[src/rtl/cpu_run_ctrl_pkg.sv]
// rtl/cpu_run_ctrl_pkg.sv - state encoding and stop-cause codes for the cpu run controller
package cpu_run_ctrl_pkg;

    typedef enum logic [1:0] {
        ST_IDLE     = 2'd0,
        ST_CORE_RST = 2'd1,
        ST_RUN      = 2'd2,
        ST_HALT     = 2'd3
    } run_state_e;

    localparam logic [1:0] CAUSE_NONE      = 2'd0;
    localparam logic [1:0] CAUSE_SELF_LOOP = 2'd1;
    localparam logic [1:0] CAUSE_STOP      = 2'd2;
    localparam logic [1:0] CAUSE_TIMEOUT   = 2'd3;

endpackage

[src/rtl/cpu_run_ctrl_pc_stall_det.sv]
// rtl/cpu_run_ctrl_pc_stall_det.sv - flags a run whose fetch pc has stayed put for HALT_WINDOW cycles
module pc_stall_det #(
    parameter int PC_W        = 16,
    parameter int HALT_WINDOW = 8
) (
    input  logic            clk,
    input  logic            rst,
    input  logic            enable,
    input  logic            clear,
    input  logic [PC_W-1:0] pc,
    output logic            loop_hit
);

    localparam int              SW      = $clog2(HALT_WINDOW);
    localparam logic [SW-1:0]   HIT_CNT = SW'(HALT_WINDOW - 1);

    logic [PC_W-1:0] pc_q, pc_d;
    logic [SW-1:0]   stable_q, stable_d;
    logic            first_q, first_d;

    // The first enabled cycle has no valid previous pc, so it only seeds pc_q.
    always_comb begin
        pc_d     = pc_q;
        stable_d = stable_q;
        first_d  = first_q;
        loop_hit = 1'b0;
        if (clear) begin
            first_d  = 1'b1;
            stable_d = '0;
        end else if (enable) begin
            pc_d    = pc;
            first_d = 1'b0;
            if (first_q || (pc != pc_q)) begin
                stable_d = '0;
            end else if (stable_q != HIT_CNT) begin
                stable_d = stable_q + 1'b1;
            end
            loop_hit = (stable_d == HIT_CNT);
        end
    end

    always_ff @(posedge clk or negedge rst) begin
        if (!rst) begin
            pc_q     <= '0;
            stable_q <= '0;
            first_q  <= 1'b1;
        end else begin
            pc_q     <= pc_d;
            stable_q <= stable_d;
            first_q  <= first_d;
        end
    end

endmodule

[src/rtl/cpu_run_ctrl.sv]
// rtl/cpu_run_ctrl.sv - cpu reset/run sequencer with cycle and retire counters; watchdog under CPU_RUN_CTRL_TIMEOUT_EN
module cpu_run_ctrl #(
    parameter int PC_W        = 16,
    parameter int CNT_W       = 32,
    parameter int RST_CYCLES  = 4,
    parameter int HALT_WINDOW = 8,
    parameter int MAX_CYCLES  = 1000
) (
    input  logic             clk,
    input  logic             rst,
    input  logic             start,
    input  logic             stop,
    input  logic [PC_W-1:0]  pc,
    input  logic             retire,
    output logic             cpu_rst,
    output logic             running,
    output logic             halted,
    output logic [1:0]       cause,
    output logic [CNT_W-1:0] cycle_cnt,
    output logic [CNT_W-1:0] retire_cnt
);
    import cpu_run_ctrl_pkg::*;

    localparam int RCW = (RST_CYCLES > 1) ? $clog2(RST_CYCLES) : 1;

    run_state_e       state_q, state_d;
    logic [RCW-1:0]   rst_cnt_q, rst_cnt_d;
    logic [CNT_W-1:0] cycle_cnt_q, cycle_cnt_d;
    logic [CNT_W-1:0] retire_cnt_q, retire_cnt_d;
    logic [1:0]       cause_q, cause_d;
    logic             cpu_rst_q, cpu_rst_d;
    logic             running_q, running_d;
    logic             halted_q, halted_d;
    logic             loop_hit;
    logic             timeout_hit;

    pc_stall_det #(
        .PC_W        (PC_W),
        .HALT_WINDOW (HALT_WINDOW)
    ) u_pc_stall_det (
        .clk      (clk),
        .rst      (rst),
        .enable   (state_q == ST_RUN),
        .clear    (state_q != ST_RUN),
        .pc       (pc),
        .loop_hit (loop_hit)
    );

`ifdef CPU_RUN_CTRL_TIMEOUT_EN
    assign timeout_hit = (cycle_cnt_q == CNT_W'(MAX_CYCLES - 1));
`else
    logic unused_max_cycles;
    assign unused_max_cycles = (MAX_CYCLES != 0);
    assign timeout_hit       = 1'b0;
`endif

    always_comb begin
        state_d      = state_q;
        rst_cnt_d    = rst_cnt_q;
        cycle_cnt_d  = cycle_cnt_q;
        retire_cnt_d = retire_cnt_q;
        cause_d      = cause_q;
        case (state_q)
            ST_IDLE, ST_HALT: begin
                // stop suppresses start; only an idle block records it as a cause
                if (stop) begin
                    if (state_q == ST_IDLE) begin
                        cause_d = CAUSE_STOP;
                    end
                end else if (start) begin
                    state_d      = ST_CORE_RST;
                    rst_cnt_d    = RCW'(RST_CYCLES - 1);
                    cycle_cnt_d  = '0;
                    retire_cnt_d = '0;
                    cause_d      = CAUSE_NONE;
                end
            end
            ST_CORE_RST: begin
                if (stop) begin
                    state_d = ST_IDLE;
                    cause_d = CAUSE_STOP;
                end else if (rst_cnt_q == '0) begin
                    state_d = ST_RUN;
                end else begin
                    rst_cnt_d = rst_cnt_q - 1'b1;
                end
            end
            ST_RUN: begin
                if (cycle_cnt_q != '1) begin
                    cycle_cnt_d = cycle_cnt_q + 1'b1;
                end
                if (retire && (retire_cnt_q != '1)) begin
                    retire_cnt_d = retire_cnt_q + 1'b1;
                end
                if (stop) begin
                    state_d = ST_HALT;
                    cause_d = CAUSE_STOP;
                end else if (timeout_hit) begin
                    state_d = ST_HALT;
                    cause_d = CAUSE_TIMEOUT;
                end else if (loop_hit) begin
                    state_d = ST_HALT;
                    cause_d = CAUSE_SELF_LOOP;
                end
            end
            default: state_d = ST_IDLE;
        endcase
        cpu_rst_d = (state_d != ST_RUN);
        running_d = (state_d == ST_RUN);
        halted_d  = (state_d == ST_HALT);
    end

    always_ff @(posedge clk or negedge rst) begin
        if (!rst) begin
            state_q      <= ST_IDLE;
            rst_cnt_q    <= '0;
            cycle_cnt_q  <= '0;
            retire_cnt_q <= '0;
            cause_q      <= CAUSE_NONE;
            cpu_rst_q    <= 1'b1;
            running_q    <= 1'b0;
            halted_q     <= 1'b0;
        end else begin
            state_q      <= state_d;
            rst_cnt_q    <= rst_cnt_d;
            cycle_cnt_q  <= cycle_cnt_d;
            retire_cnt_q <= retire_cnt_d;
            cause_q      <= cause_d;
            cpu_rst_q    <= cpu_rst_d;
            running_q    <= running_d;
            halted_q     <= halted_d;
        end
    end

    assign cpu_rst    = cpu_rst_q;
    assign running    = running_q;
    assign halted     = halted_q;
    assign cause      = cause_q;
    assign cycle_cnt  = cycle_cnt_q;
    assign retire_cnt = retire_cnt_q;

endmodule
[config.mk]
export PLATFORM = sky130hd
export DESIGN_NAME = cpu_run_ctrl
export DESIGN_NICKNAME = d
export VERILOG_FILES = /design/src/rtl/cpu_run_ctrl_pkg.sv /design/src/rtl/cpu_run_ctrl_pc_stall_det.sv /design/src/rtl/cpu_run_ctrl.sv
export SDC_FILE = /design/constraint.sdc
export NUM_CORES = 1
export LEC_CHECK = 0
export ABC_AREA = 1
export CORE_ASPECT_RATIO = 0.6
export CORE_UTILIZATION = 25
export CTS_BUF_LIST = sky130_fd_sc_hd__clkbuf_8
export DETAILED_ROUTE_END_ITERATION = 8
export PLACE_DENSITY = 0.44
export RECOVER_POWER = 50
export SETUP_SLACK_MARGIN = 0.3
export SLEW_MARGIN = 20
export SYNTH_ARGS = -nofsm -noshare
export SYNTH_HDL_FRONTEND = slang
export SYNTH_SLANG_ARGS = --single-unit
export TNS_END_PERCENT = 20
[constraint.sdc]
create_clock -name clk -period 1.97 [get_ports clk]
set_input_delay 0.394 -clock clk [delete_from_list [all_inputs] [get_ports clk]]
set_output_delay 0.394 -clock clk [all_outputs]
set_load 0.01 [all_outputs]
## Yosys cells after proc, flatten, opt, wreduce, memory -nomap -nowiden

Cells that the tools add are included.

- Add/sub/neg operators: 4
- Reduce and logical (&&, ||, !) cells: 13
- Eq/ne operators: 22
- Bitwise operators: 1
- Multiplexer cells: 35

Operators with widths:

| cell | count |
|---|---|
| $mux 32 | 4 |
| $pmux 32 s2 | 2 |
| $add 32x1->32 const B | 2 |
| $ne 32x32->1 const B | 2 |
| $mux 2 | 16 |
| $mux 3 | 6 |
| $ne 2x2->1 const B | 9 |
| $ne 16x16->1 | 1 |
| $ne 3x3->1 const B | 4 |
| $pmux 2 s3 | 2 |
| $reduce_and 4->1 | 3 |
| $eq 2x2->1 const B | 4 |
| $reduce_bool 2->1 | 3 |
| $reduce_and 5->1 | 1 |
| $logic_not 2->1 | 2 |
| $mux 1 | 4 |
| $pmux 2 s2 | 1 |
| $add 3x1->3 const B | 1 |
| $eq 3x3->1 const B | 1 |
| $eq 2x1->1 const B | 1 |
| $reduce_and 2->1 | 1 |
| $reduce_or 2->1 | 1 |
| $sub 2x1->2 const B | 1 |
| $logic_and 1x1->1 | 1 |
| 2 further kinds | 2 |

- Register bits: 93
- Output and inout bits: 69
- Input bits: 21
- Word-level logic and storage cells: 86

## Logic depth before layout (Yosys ltp)

Gate-level depths: netlist of run 1.

- Depth after elaboration: 12
- Mapped depth: 13
- Mapped depth without buffers: 13

## Hierarchy

From an unflattened synthesis of run 1, not the netlist that was laid out.

- Cell total of the unflattened synthesis: 926
- Area total of the unflattened synthesis: 6090.8 µm²

By module, submodules not included:

| module | times used | cells an instance | sequential area each (µm²) | area each (µm²) |
|---|---|---|---|---|
| cpu_run_ctrl | 1 | 775 | 1828.0 | 4977.3 |
| pc_stall_det | 1 | 151 | 501.7 | 1113.6 |

## Worst setup path before layout of run 1

Ideal clock, no wire load.

- Path type: flip-flop to flip-flop
- Start point: reg cycle_cnt_q[1] (netlist: cycle_cnt[1])
- End point: reg cycle_cnt_q[31] (netlist: cycle_cnt[31])
- Library setup time: 135 ps
- Period minus slack after synthesis: 1831 ps
- Cell stages (with the launch flop): 10
- Arrival time: 1696 ps
- Data required time: 1835 ps
- Path buffers: 1
- Path slack: 139 ps
- Cell sequence: dfrtp_1 ha_1 nand2_1 nor2_4 nand4_1 nor4_4 nand2_1 nand2_4 buf_4 o31ai_1

- Word-level cells in the longest chain between the ends: 3
- Elaborated cells between the ends (all ways): 6
- Classes of those cells: 1 x add/sub; 2 x eq/ne; 2 x mux; 1 x reduce/logical

Ends and longest elaborated chain:

| item | RTL line | RTL |
|---|---|---|
| start: declaration | cpu_run_ctrl.sv:28 | `logic [CNT_W-1:0] cycle_cnt_q, cycle_cnt_d;` |
| start signal: assignment | cpu_run_ctrl.sv:126 | `cycle_cnt_q <= cycle_cnt_d;` |
| $add 32x1->32 / $ne 32x32->1 (equally long branches) | cpu_run_ctrl.sv:90, cpu_run_ctrl.sv:89 |  |
| $mux 32 / $ne 2x2->1 (equally long branches) | - |  |
| $pmux 32 s2 / $reduce_and 4->1 (equally long branches) | - |  |

Several ways; a longest one is shown, not always the timed one. The select of a mux whose other input is x is not followed.
A chain may end at the register's enable or synchronous reset.

## Worst setup path in the final report of run 1

- Start point: reg cycle_cnt_q[14] (netlist: cycle_cnt[14])
- End point: reg cycle_cnt_q[22] (netlist: cycle_cnt[22])

The elaborated chain is that of the path after synthesis.

==> results of run 1 <==
## timing repair
item | CTS | global route
endpoints found under the setup margin | 141 | 140
gates resized for setup | 45 | 261
pin swaps | 15 | 49
buffers inserted | 24 | 12
gates cloned | 4 | 3
## per-stage QoR
step                      hold slack, ps  power, mW  cells
final                              263.2      9.770   1366
after global routing               272.9      10.42   1366
after CTS                          48.75      8.497   1351
after detailed placement           463.1      6.347   1307
after global placement             462.7      6.372   1307
after floorplan                    98.41      4.924    844
## state kept, by name, summed over array words and instances, names as in the netlist
register / flops
u_pc_stall_det.first_q: 1
halted: 1
u_pc_stall_det.pc_q: 16
rst_cnt_q: 2
cycle_cnt: 32
state_q: 2
running: 1
cpu_rst: 1
u_pc_stall_det.stable_q: 3
retire_cnt: 32
cause: 2
## layout make-up
| class | instances | area, um2 |
|---|---|---|
| inverter | 91 | 359.1 |
| multi-input combinational | 639 | 3934 |
| fill | 2460 | 14070 |
| tap | 315 | 394.1 |
| clock buffer | 9 | 123.9 |
| timing repair buffer | 212 | 2125 |
| clock inverter | 7 | 50.05 |
| sequential | 93 | 2346 |
## cells in the mapped netlist (2+ instances only)
cell type / number / area (um2)
inv_2: 12 / 45.04
dfstp_2: 2 / 52.55
clkbuf_1: 6 / 22.52
nand3b_1: 3 / 22.52
a21oi_1: 9 / 45.04
xnor2_1: 17 / 148.9
nor3_1: 28 / 140.1
o21ai_2: 5 / 43.79
nand4_1: 26 / 162.7
buf_6: 7 / 78.83
xor2_1: 30 / 262.8
nor2_2: 3 / 18.77
nor2_1: 99 / 371.6
nor3_2: 5 / 50.05
inv_1: 79 / 296.5
nand2_1: 275 / 1032
buf_4: 4 / 30.03
buf_2: 2 / 10.01
nand2_4: 3 / 33.78
or2_2: 3 / 18.77
nor4_2: 3 / 37.54
o22ai_1: 2 / 12.51
dfrtp_1: 91 / 2277
o21ai_0: 39 / 195.2
nand2_2: 9 / 56.30
buf_1: 3 / 11.26
o31ai_1: 14 / 105.1
ha_1: 7 / 87.58
o21ai_1: 11 / 55.05
nor4_1: 7 / 43.79
nand3_1: 29 / 145.1
## logic make-up after synthesis
kind of cell,Yosys count,synth area share
AOI/OAI and AO/OA,83,0.08149
DFF,93,0.3851
and+or+nand+nor,501,0.3692
xor gates and xnor gates,47,0.06804
adders and majority gates,7,0.01448
buffers and inverters,113,0.08170
## where the power goes
group	internal (mW)	switching, mW
sequential	2.22	0.160
clock	0.465	0.807
combinational	2.59	3.52
total	5.28	4.49
## worst max-delay path: stages (launching register included)
cell and delay [ps]:
dfrtp_1 420, inv_2 90, nor3_4 200, nand2_2 100, nor4_4 400, nand2_2 170
nand2_8 170, buf_6 120, buf_6 100, o31ai_1 60
## layer usage
metal	part of all wire	GRT usage
met1	0.57	0.2844
met5	0	0
met3	0.060	0.05231
met2	0.36	0.2014
met4	0.0075	0.03383
## placed cells by master (no fill, tap or decap), types with 7 or more instances in the layout
master | netlist | final
buf_12 | 0 | 7
buf_4 | 4 | 99
buf_6 | 7 | 13
clkbuf_8 | 0 | 9
clkdlybuf4s50_1 | 0 | 23
dfrtp_1 | 91 | 78
dfrtp_2 | 0 | 13
dlymetal6s2s_1 | 0 | 48
inv_1 | 79 | 77
inv_2 | 12 | 12
nand2_1 | 275 | 194
nand2_2 | 9 | 62
nand2_4 | 3 | 30
nand3_1 | 29 | 28
nand4_1 | 26 | 26
nor2_1 | 99 | 85
nor2_2 | 3 | 11
nor2_4 | 1 | 7
nor3_1 | 28 | 17
nor3_2 | 5 | 14
o21ai_0 | 39 | 23
o21ai_1 | 11 | 13
o21ai_2 | 5 | 19
o31ai_1 | 14 | 8
xnor2_1 | 17 | 16
xor2_1 | 30 | 30
## worst max path at each step
stage / start / to
after floorplan: retire_cnt[1]$_DFFE_PN0P_ / retire_cnt[12]$_DFFE_PN0P_
after global placement: pc[13] / cause[1]$_DFFE_PN0P_
after detailed placement: pc[13] / cause[0]$_DFFE_PN0P_
after CTS: retire_cnt[22]$_DFFE_PN0P_ / retire_cnt[22]
after global routing: cycle_cnt[17]$_DFFE_PN0P_ / cycle_cnt[7]$_DFFE_PN0P_
final: cycle_cnt[14]$_DFFE_PN0P_ / cycle_cnt[22]$_DFFE_PN0P_
==> results.toml, run 1 <==
[synth]
yosysUniqueCellTypes = 42
synthCells = 844
synth_async_sr_flop_share = 1.000
synth.net_count = 872
ys.flop_type = "dfrtp_1"
seq_area_frac_synth = 0.3851
yosys_warnings = 0
synth_edf_count = 0
synth_area_um2 = 6050
ys_ff_latch = 93
syn_area_per_cell_um2 = 7.168

[die]
io_pins = 90
die_w_um = 202.8
row_count = 43
start_util = 0.2585
dieArea_um2 = 24850
die_h_um = 122.5
core-area_um2 = 23400

[critical_path]
critPathKind = "reg2reg"
arrival_ps = 2220
r2r-start = "cycle_cnt[14]$_DFFE_PN0P_"
rr_endpoint = "cycle_cnt[22]$_DFFE_PN0P_"
path_max_fanout = 8
end_kind = "register"
startpoint_type = "register"
reg2reg_depth = 9
r2r_setup_slack_ps = 30
crit_required_ps = 2260

[cts]
cts_root_buffer = "clkbuf_8"
clock_sinks = 93
clk_path_buf_depth = 2
numCtsBuffers = 9
clkTransAtPathRegs_ps = 110
htree_levels = 3
cts_tree = "done"
cts-hold-fix-buffers = 0
worstSkewPairLatency_ps = 400

[sta]
rsz0062_at_grt = "yes"
fmax_mhz = 516.4
finalWorstSetupSlack_ps = 33.61
tightest_slew_ps = 1423
hold_viol_final = 0
finalClockSkew_ps = 12.85
tns_ps = 0
min_period_ps = 1936
maxSlewHeadroom = 0.05117
fin_crit_sh = 0.9829
slew_violations = 0
finalSetupViolCount = 0

[final_layout]
drive_gt1_frac = 0.3330
post-route-util = 0.3987
areaGrowthSynthToFinish_pct = 54.25
final_area_um2 = 9331
final_nets = 1074
antenna_cells = 0

[placement]
gp_congestion = 0.8679
port-buffer-count = 89
dp_slack_ps = -147.4
hpwlAfterDp_mm = 15.29
dpl_cell_area_um2 = 7888

[worst_hold_path]
hold_depth = 3
min_from = "pc[0]"
min_to = "u_pc_stall_det.pc_q[0]$_DFFE_PN0P_"
hp-class = "in2reg"

[power]
ir_worst_vdd_uv = 515.9
p_leak_nw = 4.983
cellPowerDensity_nw_per_um2 = 1047

[global_routing]
grt_pass1_wl_mm = 32.34
grt-ovfl-total = 0
grtUsageTotal = 0.1713
antenna_found_initial = 1
grt_max_degree = 94
grt_pass1_vias = 5645

[routing]
via_per_inst = 4.534
drt_iter0_drc = 407
wire_per_inst_um = 15.66
drc = 0
drt_pass1_iterations = 7
wl_mm = 21.40
vias = 6193
antenna_left = 0

[job]
cap_violations = 0

[status]
status = "completed"
Power figures use the tool's default switching activity.
==> run 2, diff against run 1 <==
- CTS_CLUSTER_DIAMETER: unset -> 60
- clock period: 1.97 -> 2.24 ns (I/O delays scaled with it)
==> run 2 against run 1 <==
  * Combinational power decreased by 28%
  * Highest routed layer unchanged
  * Sequential power is 12% lower
  * Worst setup slack improved by 140 ps
  * Clock skew decreased by 2.4 ps
  * Cell count decreased by 4.8%
  * Largest power group unchanged
==> results.toml, run 2 (synthesis results as in run 1) <==
[status]
status = "completed"

[routing]
wire_per_inst_um = 16.31
drc = 0
antenna_left = 0
wl_mm = 21.23
drt_pass1_iterations = 7
via_per_inst = 4.636
drt_iter0_drc = 501
vias = 6032

[die]
core-area_um2 = 23400
dieArea_um2 = 24850
start_util = 0.2585
die_h_um = 122.5
die_w_um = 202.8
io_pins = 90
row_count = 43

[power]
power_frac_comb = 0.570
p_int_mw = 4.164
ir_worst_vdd_uv = 369.8
cellPowerDensity_nw_per_um2 = 939.5
pwr-share-seq = 0.272
clockPowerShare = 0.159
netSwitchingPower_mw = 3.564
switching_share = 0.4612
p_leak_nw = 3.480

[final_layout]
areaGrowthSynthToFinish_pct = 35.99
fill_cells = 2528
final_cell_mix = "257 x nand2_1, 97 x nor2_1, 79 x inv_1"
drive_gt1_frac = 0.1846
antenna_cells = 0
post-route-util = 0.3515
final_common_cell = "nand2_1"
final_nets = 1009

[global_routing]
grt_pass1_wl_mm = 31.46
grtUsageTotal = 0.1670
grt_pass1_vias = 5459
grt_max_degree = 94
antenna_found_initial = 0
grt-ovfl-total = 0

[critical_path]
critPathKind = "reg2out"
crit_required_ps = 1790
startpoint_type = "register"
arrival_ps = 1620
path_max_fanout = 4
end_kind = "output port"

[sta]
min_period_ps = 2067
finalSetupViolCount = 0
fmax_mhz = 483.9
finalClockSkew_ps = 10.43
fin_crit_sh = 0.9226
hold_viol_final = 0
slew_violations = 0
tightest_slew_ps = 1404
rsz0062_at_grt = "yes"
tns_ps = 0
maxSlewHeadroom = 0.06373

[job]
cap_violations = 0

[cts]
cts_root_buffer = "clkbuf_8"
clk_path_buf_depth = 2
clkTransAtPathRegs_ps = 100
cts-hold-fix-buffers = 0
cts_tree = "done"
htree_levels = 3
numCtsBuffers = 9
worstSkewPairLatency_ps = 410
clock_sinks = 93

[placement]
port-buffer-count = 89
gp_congestion = 0.8998
hpwlAfterDp_mm = 14.81

[worst_hold_path]
hp-class = "in2async"
-- run 2: changes by cell type in the layout (fill, tap and decap cells not counted), moves of 9 or more --
| cell | delta |
|---|---|
| nand2_1 | +63 |
| buf_4 | -56 |
| clkdlybuf4s50_1 | +55 |
| dlymetal6s2s_1 | -48 |
| nand2_2 | -42 |
| nand2_4 | -20 |
| o21ai_0 | +13 |
| nor2_1 | +12 |
| o21ai_2 | -12 |
| buf_6 | -11 |
| dlygate4sd3_1 | +9 |
| nor3_1 | +9 |
-- run 2: stage by stage --
step / hold slack [ps] / cells / setup slack (ps) / power (mW) / area, um2
after CTS: 83.48 / 1284 / 212.3 / 6.586 / 7739
after floorplan: 152.4 / 844 / 409.3 / 4.296 / 6050
after global routing: 532.7 / 1301 / 90.04 / 8.261 / 8227
after global placement: 460.7 / 1268 / 9.742 / 5.301 / 7535
final: 448.5 / 1301 / 173.5 / 7.729 / 8227
after detailed placement: 459.1 / 1268 / 24.58 / 5.279 / 7535
-- run 2: worst paths after layout --
kind / from / end / cells after the start / slack [ps]
max reg2reg: cycle_cnt[0]$_DFFE_PN0P_ / cycle_cnt[6]$_DFFE_PN0P_ / 10 / 190
min: rst / u_pc_stall_det.pc_q[6]$_DFFE_PN0P_ / 2 / 450
min in group clk: cause[0]$_DFFE_PN0P_ / cause[0]$_DFFE_PN0P_ / 2 / 470
max: cycle_cnt[1]$_DFFE_PN0P_ / cycle_cnt[1] / 3 / 170
max in group asynchronous: rst / retire_cnt[4]$_DFFE_PN0P_ / 2 / 760
min reg2reg: cause[0]$_DFFE_PN0P_ / cause[0]$_DFFE_PN0P_ / 2 / 470
-- run 2: area by class of cell --
| class | instances | area [um2] | share of cell area |
|---|---|---|---|
| Clock inverter | 6 | 55.05 | 0.006692 |
| Inverter | 91 | 349.1 | 0.04243 |
| Tap cell | 315 | 394.1 | 0.04791 |
| Multi-Input combinational cell | 640 | 3496 | 0.4249 |
| Clock buffer | 10 | 137.6 | 0.01673 |
| Timing Repair Buffer | 146 | 1443 | 0.1754 |
| Sequential cell | 93 | 2352 | 0.2859 |
-- run 2: critical path: stages (launching register included) --
cell and delay, ps:
dfrtp_1 410, buf_4 130, buf_4 130, clkdlybuf4s50_1 540
-- run 2: routing by layer --
layer	track usage	up-vias	wire length (um)
met5	0	-	0
met4	0.03665	0	142
met3	0.03824	9	1317
met2	0.1986	177	7535
met1	0.2819	2858	12230
li1	-	2988	-
-- run 2: repair_timing --
action | CTS | global route
setup endpoints to repair | 86 | 120
resized for setup | 5 | 80
buffers inserted | 0 | 8
pin swaps | 0 | 8
gates cloned | 0 | 9
-- run 2: power groups by stage --
stage	combinational (mW)	sequential, mW	clock, mW
after floorplan	2.15	2.15	0
after global placement	3.17	2.13	0
after detailed placement	3.16	2.12	0
after CTS	3.21	2.09	1.29
after global routing	4.79	2.13	1.34
final	4.40	2.10	1.23
